<file path="config.mk">
export PLATFORM = sky130hd
export DESIGN_NAME = ps2_scan_receiver
export DESIGN_NICKNAME = d
export VERILOG_FILES = /design/src/rtl/ps2_pkg.sv /design/src/rtl/ps2_line_filter.sv /design/src/rtl/ps2_scan_receiver.sv
export SDC_FILE = /design/constraint.sdc
export NUM_CORES = 1
export LEC_CHECK = 0
export BUFFER_PORTS_ARGS = -buffer_cell sky130_fd_sc_hd__buf_2
export CAP_MARGIN = 10
export CORE_MARGIN = 4
export CORE_UTILIZATION = 45
export DETAILED_ROUTE_END_ITERATION = 12
export SLEW_MARGIN = 0
export SYNTH_ARGS = -nofsm -noshare
export SYNTH_HDL_FRONTEND = slang
export SYNTH_HIERARCHICAL = 1
export SYNTH_SLANG_ARGS = --single-unit
</file>
<file path="constraint.sdc">
create_clock -name clk -period 1.6 [get_ports clk]
set_input_delay 0.16 -clock clk [delete_from_list [all_inputs] [get_ports clk]]
set_output_delay 0.16 -clock clk [all_outputs]
set_load 0.01 [all_outputs]
</file>
<file path="src/rtl/ps2_pkg.sv">
// Shared types and constants for the PS/2 scan-code receive path.
// Frame FSM states and the data-bit count used by the receiver.
package ps2_pkg;

  typedef enum logic [1:0] {
    IDLE   = 2'd0,
    DATA   = 2'd1,
    PARITY = 2'd2,
    STOP   = 2'd3
  } ps2_state_t;

  localparam int         PS2_DATA_BITS  = 8;
  localparam logic [7:0] PS2_BREAK_CODE = 8'hF0;

endpackage

</file>
<file path="src/rtl/ps2_line_filter.sv">
// Two-flop synchronizer and glitch filter for the PS/2 clock line.
// Emits a registered one-cycle pulse on each filtered 1->0 transition.
module ps2_line_filter
  import ps2_pkg::*;
#(
  parameter int FILTER_LEN = 4
) (
  input  logic clk,
  input  logic reset,
  input  logic raw,
  output logic fall_evt
);

  localparam int CNT_W = $clog2(FILTER_LEN + 1);

  logic             sync_p0;
  logic             sync_p1;
  logic             filt_p2;
  logic [CNT_W-1:0] cnt;

  always_ff @(posedge clk) begin
    if (reset) begin
      sync_p0  <= 1'b1;
      sync_p1  <= 1'b1;
      filt_p2  <= 1'b1;
      cnt      <= '0;
      fall_evt <= 1'b0;
    end else begin
      sync_p0  <= raw;
      sync_p1  <= sync_p0;
      fall_evt <= 1'b0;
      // Level only flips once the disagreeing sample has persisted FILTER_LEN cycles
      if (sync_p1 == filt_p2) begin
        cnt <= '0;
      end else if (cnt == CNT_W'(FILTER_LEN - 1)) begin
        filt_p2  <= sync_p1;
        cnt      <= '0;
        fall_evt <= filt_p2;
      end else begin
        cnt <= cnt + 1'b1;
      end
    end
  end

endmodule

</file>
<file path="src/rtl/ps2_scan_receiver.sv">
// PS/2 device-to-host frame receiver: start, 8 data bits LSB-first, odd parity, stop.
// Delivers validated scan codes with a one-cycle strobe; aborts stalled frames.
module ps2_scan_receiver
  import ps2_pkg::*;
#(
  parameter int FILTER_LEN     = 4,
  parameter int TIMEOUT_CYCLES = 100000
) (
  input  logic       clk,
  input  logic       reset,
  input  logic       ps2_clk,
  input  logic       ps2_data,
  output logic [7:0] received_data,
  output logic       received_data_en,
  output logic       frame_error,
  output logic       busy
);

  localparam int                TMO_W   = $clog2(TIMEOUT_CYCLES);
  localparam int                BIT_W   = $clog2(PS2_DATA_BITS);
  localparam logic [TMO_W-1:0]  TMO_MAX = TMO_W'(TIMEOUT_CYCLES - 1);
  localparam logic [BIT_W-1:0]  BIT_MAX = BIT_W'(PS2_DATA_BITS - 1);

  logic                     fall_evt;
  logic                     data_p0;
  logic                     data_p1;
  ps2_state_t               state;
  logic [PS2_DATA_BITS-1:0] shift_reg;
  logic [BIT_W-1:0]         bit_cnt;
  logic [TMO_W-1:0]         tmo_cnt;
  logic                     parity_ok;

  ps2_line_filter #(
    .FILTER_LEN(FILTER_LEN)
  ) u_clk_filter (
    .clk     (clk),
    .reset   (reset),
    .raw     (ps2_clk),
    .fall_evt(fall_evt)
  );

  // Data needs no filtering: it is only looked at on a filtered clock edge
  always_ff @(posedge clk) begin
    if (reset) begin
      data_p0 <= 1'b1;
      data_p1 <= 1'b1;
    end else begin
      data_p0 <= ps2_data;
      data_p1 <= data_p0;
    end
  end

  always_ff @(posedge clk) begin
    if (reset) begin
      state            <= IDLE;
      shift_reg        <= '0;
      bit_cnt          <= '0;
      tmo_cnt          <= '0;
      parity_ok        <= 1'b0;
      received_data    <= 8'h00;
      received_data_en <= 1'b0;
      frame_error      <= 1'b0;
    end else begin
      received_data_en <= 1'b0;
      frame_error      <= 1'b0;

      if (fall_evt || state == IDLE) begin
        tmo_cnt <= '0;
      end else if (tmo_cnt != TMO_MAX) begin
        tmo_cnt <= tmo_cnt + 1'b1;
      end

      case (state)
        IDLE: begin
          if (fall_evt && !data_p1) begin
            state   <= DATA;
            bit_cnt <= '0;
          end
        end
        DATA: begin
          if (fall_evt) begin
            shift_reg <= {data_p1, shift_reg[PS2_DATA_BITS-1:1]};
            if (bit_cnt == BIT_MAX) begin
              state <= PARITY;
            end else begin
              bit_cnt <= bit_cnt + 1'b1;
            end
          end
        end
        PARITY: begin
          if (fall_evt) begin
            parity_ok <= (^shift_reg) ^ data_p1;
            state     <= STOP;
          end
        end
        STOP: begin
          if (fall_evt) begin
            if (data_p1 && parity_ok) begin
              received_data    <= shift_reg;
              received_data_en <= 1'b1;
            end else begin
              frame_error <= 1'b1;
            end
            state <= IDLE;
          end
        end
        default: state <= IDLE;
      endcase

      // A clock edge in the same cycle keeps the frame alive
      if (state != IDLE && !fall_evt && tmo_cnt == TMO_MAX) begin
        state       <= IDLE;
        frame_error <= 1'b1;
      end
    end
  end

  assign busy = (state != IDLE);

endmodule

</file>
==> results of run 1 <==
==> Yosys cell counts, types with 6 or more instances <==
library cell,number
ha_1,10
inv_1,7
a21oi_1,26
xor2_1,7
nand4_1,8
nand3_1,13
nand2_1,38
xnor2_1,8
nor2_1,14
dfxtp_1,50
clkbuf_1,6
==> cells by family (layout without fill, tap and decap cells) <==
| kind of cell | count (synthesis) | after routing |
|---|---|---|
| AND/OR/NAND/NOR | 111 | 111 |
| flip-flops | 50 | 50 |
| AO/OA/AOI/OAI | 40 | 40 |
| buffers and inverters | 19 | 49 |
| XOR/XNOR | 16 | 16 |
| adder cells (fa/ha/maj) | 10 | 10 |
| multiplexers | 2 | 2 |
==> cell type report <==
cell class	count	area, um2	share of cell area
multi-input cells	179	1200	0.453
flip-flops and latches	50	1010	0.380
repair buffers	34	220	0.0829
well taps	67	83.8	0.0316
clock buffers	5	68.8	0.0259
clock inverters	3	45.0	0.0170
inverters	7	26.3	0.00989
==> layer usage <==
metal / GRT usage / up-vias / routed length [um]
met3: 0.0374 / 5 / 132
met1: 0.168 / 818 / 2010
met2: 0.244 / 20 / 1940
met5: 0 / - / 0
li1: - / 918 / -
met4: 0.0472 / 0 / 59
==> power by group through the flow <==
stage	logic, W	clock network (W)	registers [W]
after floorplan	0.000138	0	0.00130
after global placement	0.000202	0	0.00130
after detailed placement	0.000207	0	0.00130
after CTS	0.000211	0.000930	0.00127
after global routing	0.000245	0.000971	0.00127
final	0.000220	0.000890	0.00127
==> repair_timing <==
item,4_1_cts,5_1_grt
setup endpoints to repair,3,10
resized for setup,2,12
setup buffers,0,2
pin swaps,0,3
==> through the flow <==
step | setup TNS, ns | power (W) | instances | instance area [um2]
detailed placement | 0 | 0.00151 | 335 | 2470
CTS | 0 | 0.00241 | 343 | 2600
finish | 0 | 0.00238 | 345 | 2660
global placement | 0 | 0.00150 | 335 | 2470
global route | -0.0546 | 0.00249 | 345 | 2660
floorplan | -0.00198 | 0.00144 | 248 | 2260
==> worst max path at each step <==
stage / start / to / slack (ns) / depth (start not counted)
floorplan: state[0] / tmo_cnt[0] / -0.001 / 6
global placement: state[0] / state[0] / 0.06 / 6
detailed placement: state[0] / state[0] / 0.005 / 6
CTS: state[0] / state[0] / 0.02 / 6
global route: bit_cnt[1] / state[0] / -0.04 / 6
finish: tmo_cnt[1] / tmo_cnt[16] / 0.08 / 5
==> impl_results.md, run 1 <==
* XOR/XNOR share of the synthesized area at 0.0683
* Worst Setup End Kind: register
* VDD IR-drop max at 559 uV
* Sequential element share of the synthesized area at 0.444
* Initial Utilization at 0.471
* Die height at 78.8 um
* WP data arrival at 1.76 ns
* Setup WS post-layout at between 0.08 and 0.09 ns
* Top cells by area, synth: dfxtp_1 44%, nand2_1 6.3%, a21oi_1 5.8%, ha_1 5.6%, xnor2_1 3.1%
* Clock transition at path regs at ~0.09 ns
* Worst endpoint required time at between 1.5 and 2 ns
* All-Layer GR Usage at 0.141
* Io pins at 15
* DRT antenna net count at 0
* Die Span X at roughly 79 um
* Post-Synth Adder-Cell Area at 0.0555
* DRT Pass-1 Iters at 4
* Critical path's top delay family: simple AND/OR/NAND/NOR gates
* Grt ovf at 0
* Synthesis-to-layout area growth at 17.9%
* Post-Syn Nets at 262
* Die area at between 6000 and 7000 um2
* Synthesized area per cell at roughly 9.1 um2
* Layout cells sized above 1 at 0.263
* Slew @ Worst Pin at 0.383 ns
* WS Path Type: register to register
* Pin count of the biggest net entering global routing at 18
* Gpl congestion at 0.754
* TritonCTS clock tree: built
* Clock H-tree levels at 2
* DR iter-0 viols at 73
* Worst hold endpoint: data_p0
* CTS buffer count at 5
* Final min period at 1.52 ns
* Drt wl/cell at about 12 um
* Fraction of registers with async set or reset after synthesis at 0
* Power density cells at around 900 nW/um2
* Max-cap violation count at 0
* Worst reg-to-reg path cell count at 5
* R2R Path Start: tmo_cnt[1]
* Largest family of logic cells by synthesized area: simple AND/OR/NAND/NOR gates
* Vias in the first global route at 1622
* Cell Rows at 25
* Dpl hpwl at 2880 um
* Highest-count cells in the layout ignoring fill and taps: 43 x dfxtp_1, 38 x nand2_1, 26 x a21oi_1
* Top cell type by total area after synthesis: dfxtp_1
* Post-synth EDFFs at 0
* Register bit total from synthesis at 50
* RR Endpoint: tmo_cnt[16]
* P_leak at 0.948 nW
* Worst Hold Launch: ps2_data
* First-pass GRT wire length at 7090 um
* Synth Area in Compound Gates at 0.108
* Setup slack at placement at 0.00544 ns
* Reg power frac at 0.534
* Pins Over Slew Limit at 0
* CP max stage delay at 0.48 ns
* DRT Wirelength at 4140 um
* Vias per cell at ~5.1
* Antenna cells at 0
* Min-delay worst type: input pin to register
* Initial antenna violation count at 0
* Worst hold margin at 0.0330 ns
* Crit path max fanout at 4
* Final period util at 0.948
* Hold-fix buffers, CTS at 0
* Top FF cell, synth: dfxtp_1
* Post-Synth Simple-Gate Area at 0.272
* Switching Share at 0.236
* Comb power frac at 0.093
* Crit path cell chain: ha_2 -> and4_4 -> nand3_2 -> or4_4 -> a21oi_1
* Mux share of post-synthesis cell area at 0.00888
* Outcome: finished, final reports clean
* Fillers at around 470
* Clock Path Buffers at 2
* Clk_lat worst skew at 0.30 ns
* Slew HR at 0.744
* Clk sinks at 50
* Count of cell types in the netlist at 48
* Max reg flops at 17
* Int Pwr at roughly 0.0018 W
* Floorplan Core Area at 4790 um2
* Vias at 1761
* Slowest CP cell: or4_4
* Final hold viol count at 0
* Clock power share at 0.373
* Switching power at 0.000562 W
* Cells after Synth at 248
* Synthesized area at 2250 um2
* Critical path startpoint category: register
* Root buffer cell: clkbuf_8
* IO buf count at 14
* Synth warn at 6
* Top cell type's share of synthesized area at 0.444
* Final nets at slightly below 300
* Commonest non-fill, non-tap cell in the layout: dfxtp_1
* DRC at 0
* Buf+Inv Stages, Crit Path at 0
* Hold path depth at 2
* Final core utilization at 0.555
* Reg2Reg Setup Slack at about 0.083 ns
* Clock skew at 0.00781 ns
* # setup viols final at 0
* Fmax at 0.659 GHz
No activity file was read; power rests on OpenSTA's default activity.
==> run 2: changes to the inputs <==
Settings changed: BUFFER_PORTS_ARGS -buffer_cell sky130_fd_sc_hd__buf_2 to -buffer_cell sky130_fd_sc_hd__buf_4.
==> impl_results.md, run 2 (synthesis results as in run 1) <==
* Outcome: finished, final reports clean
* Final hold viol count at 0
* Layout cells sized above 1 at 0.251
* Gpl congestion at about 0.8
* Critical path startpoint category: register
* Floorplan Core Area at 4790 um2
* Fmax at 0.648 GHz
* CP max stage delay at between 0.4 and 0.5 ns
* Clock H-tree levels at 2
* DRT Pass-1 Iters at 4
* Root buffer cell: clkbuf_8
* Final period util at 0.964
* DR iter-0 viols at 65
* Slew @ Worst Pin at 0.374 ns
* DRT Wirelength at 4130 um
* Worst endpoint required time at 1.83 ns
* Critical path's top delay family: simple AND/OR/NAND/NOR gates
* CTS buffer count at 5
* WP data arrival at between 1.5 and 2 ns
* Die area at 6200 um2
* Pin count of the biggest net entering global routing at 36
* Vias in the first global route at ~1600
* RSZ-0062 raised after global routing: true
* Setup_tns at 0 ns
* Met1 wire length at slightly below 2000 um
* Met2 wire length at 2010 um
* Synthesis-to-layout area growth at 18.4%
* P_leak at 0.923 nW
* IO buf count at 14
* Die Span X at 78.8 um
* First-pass GRT wire length at about 7000 um
* DRT antenna net count at 0
* Cell depth of the worst setup path at 5
* Clock transition at path regs at 0.09 ns
* DRC at 0
* Setup WS post-layout at 0.0577 ns
* Clock skew at 0.00588 ns
* Final min period at 1.54 ns
* Initial Utilization at 0.471
* TritonCTS clock tree: built
* Highest-count cells in the layout ignoring fill and taps: 45 x dfxtp_1, 37 x nand2_1, 31 x buf_4
* Slowest CP cell: or4_1
* Die height at 78.8 um
* Final core utilization at 0.557
* Crit path max fanout at 4
* Clock Path Buffers at 2
* WS Path Type: register to register
* Hold path depth at 2
* Antenna cells at 0
* Dpl hpwl at 2920 um
* Fillers at 448
* Cell Rows at 25
* Clk_lat worst skew at about 0.29 ns
* Buf+Inv Stages, Crit Path at 0
* Clk sinks at 50
* Initial antenna violation count at 0
* Hold-fix buffers, CTS at 0
* # setup viols final at 0
* Drt wl/cell at 12.1 um
* All-Layer GR Usage at 0.140
* Crit path cell chain: ha_2 -> and4_4 -> nand3_2 -> or4_1 -> a21oi_1
* Worst Setup End Kind: register
* Routed wl met3 at 112 um
* Max-cap violation count at 0
* Io pins at 15
* Pins Over Slew Limit at 0
* Vias per cell at 5.16
* Commonest non-fill, non-tap cell in the layout: dfxtp_1
* Max reg flops at 17
* VDD IR-drop max at approximately 430 uV
* Setup slack at placement at -0.0298 ns
* Top sig layer: met4
* Final nets at 288
* Worst reg-to-reg path cell count at 5
* Power density cells at 843 nW/um2
* Min-delay worst type: input pin to register
* Vias at 1766
* Slew HR at 0.750
* Grt ovf at 0
[run 2: cell count changes in the layout (fill, tap and decap cells not counted), moves of 2 or more]
cell / before / now
buf_2: 14 / 0
buf_4: 20 / 31
clkinvlp_4: 2 / 0
dfxtp_1: 43 / 45
dfxtp_2: 7 / 5
ha_1: 7 / 5
ha_4: 0 / 2
[run 2: timing repair]
item / CTS / global route
pin swaps: 0 / 2
gates resized for setup: 2 / 16
endpoints found under the setup margin: 1 / 23
buffers inserted: 0 / 1
[run 2: worst register-to-register path, cell delays in order (launching register included)]
cell	delay, ns
dfxtp_2	0.34
ha_2	0.19
and4_4	0.24
nand3_2	0.11
or4_1	0.48
a21oi_1	0.13
[run 2: routing by layer]
layer	global-route usage	vias up
met5	0	-
met4	0.0577	0
met3	0.0340	9
met2	0.242	20
met1	0.165	820
li1	-	917
[run 2: cell type report]
type	count	area, um2	share of cell area
clock buffers	7	86.3	0.0324
clock inverters	1	5.00	0.00188
flip-flops and latches	50	1010	0.378
multi-input cells	179	1230	0.460
well taps	67	83.8	0.0314
inverters	7	26.3	0.00985
repair buffers	31	233	0.0872
[run 2: worst paths after layout]
kind | slack (ns) | startpoint | end
setup / recovery | 0.06 | tmo_cnt[1] | tmo_cnt[16]
hold / removal | 0.04 | ps2_clk | u_clk_filter/sync_p0
setup reg to reg | 0.06 | tmo_cnt[1] | tmo_cnt[16]
hold reg to reg | 0.41 | data_p0 | data_p1
[run 2: power breakdown]
group          switching, W  internal [W]
Sequential        0.0000123       0.00126
Combinational      0.000130      0.000103
Clock              0.000393      0.000349
Total              0.000536       0.00171
[run 2: per-stage QoR]
stage	hold WS, ns	power, W	cells	instance area [um2]
2_1_floorplan	0.234	0.00144	248	2260
3_3_place_gp	0.345	0.00151	333	2490
3_5_place_dp	0.348	0.00151	333	2490
4_1_cts	0.0325	0.00227	341	2600
5_1_grt	0.0387	0.00234	342	2670
6_report	0.0415	0.00225	342	2670
==> run 3: changes to the inputs <==
Settings changed: CORE_UTILIZATION 45 to 53, PLACE_DENSITY set to 0.74.
==> impl_results.md, run 3 (synthesis results as in run 1) <==
* Max reg flops at 17
* # setup viols final at 0
* DRT Wirelength at approximately 4000 um
* Slew HR at 0.741
* Worst reg-to-reg path cell count at 7
* Drt wl/cell at between 10 and 15 um
* Critical path startpoint category: register
* IO buf count at 14
* Slew @ Worst Pin at 0.388 ns
* Highest-count cells in the layout ignoring fill and taps: 45 x dfxtp_1, 38 x nand2_1, 31 x buf_4
* Synthesis-to-layout area growth at 17.2%
* Commonest non-fill, non-tap cell in the layout: dfxtp_1
* CP max stage delay at 0.36 ns
* DR iter-0 viols at 85
* Outcome: finished, final reports clean
* WS Path Type: register to register
* Vias in the first global route at ~1600
* P_leak at 0.929 nW
* Clock transition at path regs at roughly 0.090 ns
* Initial Utilization at 0.555
* WP data arrival at approximately 1.7 ns
* Root buffer cell: clkbuf_8
* Final nets at 288
* Antenna cells at 0
* Crit path cell chain: inv_1 -> ha_2 -> buf_4 -> a22oi_1 -> o211ai_1 -> nand2_1 -> a21oi_1
* Clk sinks at 50
* Power density cells at ~900 nW/um2
* TritonCTS clock tree: built
* Hold path depth at 2
* Clk_lat worst skew at 0.30 ns
* Cell Rows at 23
* Setup WS post-layout at between 0.05 and 0.06 ns
* CTS buffer count at 5
* Vias at 1760
* All-Layer GR Usage at 0.164
* Io pins at 15
* Max-cap violation count at 0
* Final min period at roughly 1.5 ns
* Grt ovf at 0
* Pins Over Slew Limit at 0
* Crit path max fanout at 4
* First-pass GRT wire length at approximately 7000 um
* DRT Pass-1 Iters at 4
* Floorplan Core Area at 4060 um2
* Final period util at 0.968
* Die Span X at around 73 um
* Dpl hpwl at 2850 um
* Final hold viol count at 0
* Fmax at around 0.65 GHz
* Layout cells sized above 1 at 0.240
* Setup slack at placement at -0.0494 ns
* Worst Setup End Kind: register
* Worst endpoint required time at 1.79 ns
* Reg2Reg Setup Slack at ~0.051 ns
* Die height at about 73 um
* VDD IR-drop max at 621 uV
* Min-delay worst type: input pin to register
* DRT antenna net count at 0
* Gpl congestion at 0.796
* Initial antenna violation count at 0
* Pin count of the biggest net entering global routing at 21
* Clock skew at between 0.005 and 0.006 ns
* Vias per cell at 5.42
* Clock H-tree levels at 2
* Clock Path Buffers at 2
* DRC at 0
* Die area at about 5400 um2
* Slowest CP cell: dfxtp_2
* Worst hold margin at 0.0428 ns
## run 3: worst paths after layout
| check | startpoint | end |
|---|---|---|
| max | state[0] | bit_cnt[0] |
| min | ps2_clk | u_clk_filter/sync_p0 |
| min reg2reg | u_clk_filter/sync_p0 | u_clk_filter/sync_p1 |
| max reg2reg | state[0] | bit_cnt[0] |
## run 3: per-layer routing
| layer | GRT usage | share of wire | wire (um) |
|---|---|---|---|
| met1 | 0.210 | 0.46 | 1900 |
| met2 | 0.264 | 0.48 | 1990 |
| met3 | 0.0331 | 0.035 | 144 |
| met4 | 0.0738 | 0.019 | 77 |
| met5 | 0 | 0 | 0 |
## run 3: power by group
| part | leakage [nW] | internal (W) | switching, W | total (W) |
|---|---|---|---|---|
| Sequential | 0.407 | 0.00126 | 0.0000143 | 0.00127 |
| Combinational | 0.471 | 0.000108 | 0.000134 | 0.000242 |
| Clock | 0.0514 | 0.000466 | 0.000396 | 0.000863 |
## run 3: layout make-up
| type | instances | area, um2 |
|---|---|---|
| fill | 339 | 1420 |
| multi-input combinational | 179 | 1200 |
| sequential | 50 | 1010 |
| timing repair buffer | 31 | 233 |
| clock buffer | 6 | 72.6 |
| tap | 50 | 62.6 |
| clock inverter | 2 | 37.5 |
| inverter | 7 | 26.3 |
## run 3: through the flow
step / utilization / instances / cell area [um2] / TNS, ns / power, W
after floorplan: - / 248 / 2260 / -0.00198 / 0.00144
after global placement: 0.610 / 316 / 2470 / 0 / 0.00150
after detailed placement: 0.610 / 316 / 2470 / -0.0570 / 0.00151
after CTS: 0.638 / 324 / 2590 / -0.0726 / 0.00238
after global routing: 0.651 / 325 / 2640 / -0.0290 / 0.00248
final: 0.651 / 325 / 2640 / 0 / 0.00238
## run 3: critical path: cells and delay by family (launching register included)
family,cells,cell delay [ns]
buffers and inverters,2,0.26
AND/OR/NAND/NOR,1,0.12
AO/OA/AOI/OAI,3,0.47
flip-flops,1,0.36
adder cells (fa/ha/maj),1,0.23
## run 3: what timing repair did
| action | in CTS | in global routing |
|---|---|---|
| hold buffers | 0 | 0 |
| resized for setup | 1 | 12 |
| pin swaps | 1 | 3 |
| buffers inserted | 0 | 1 |
| endpoints found under the setup margin | 5 | 23 |
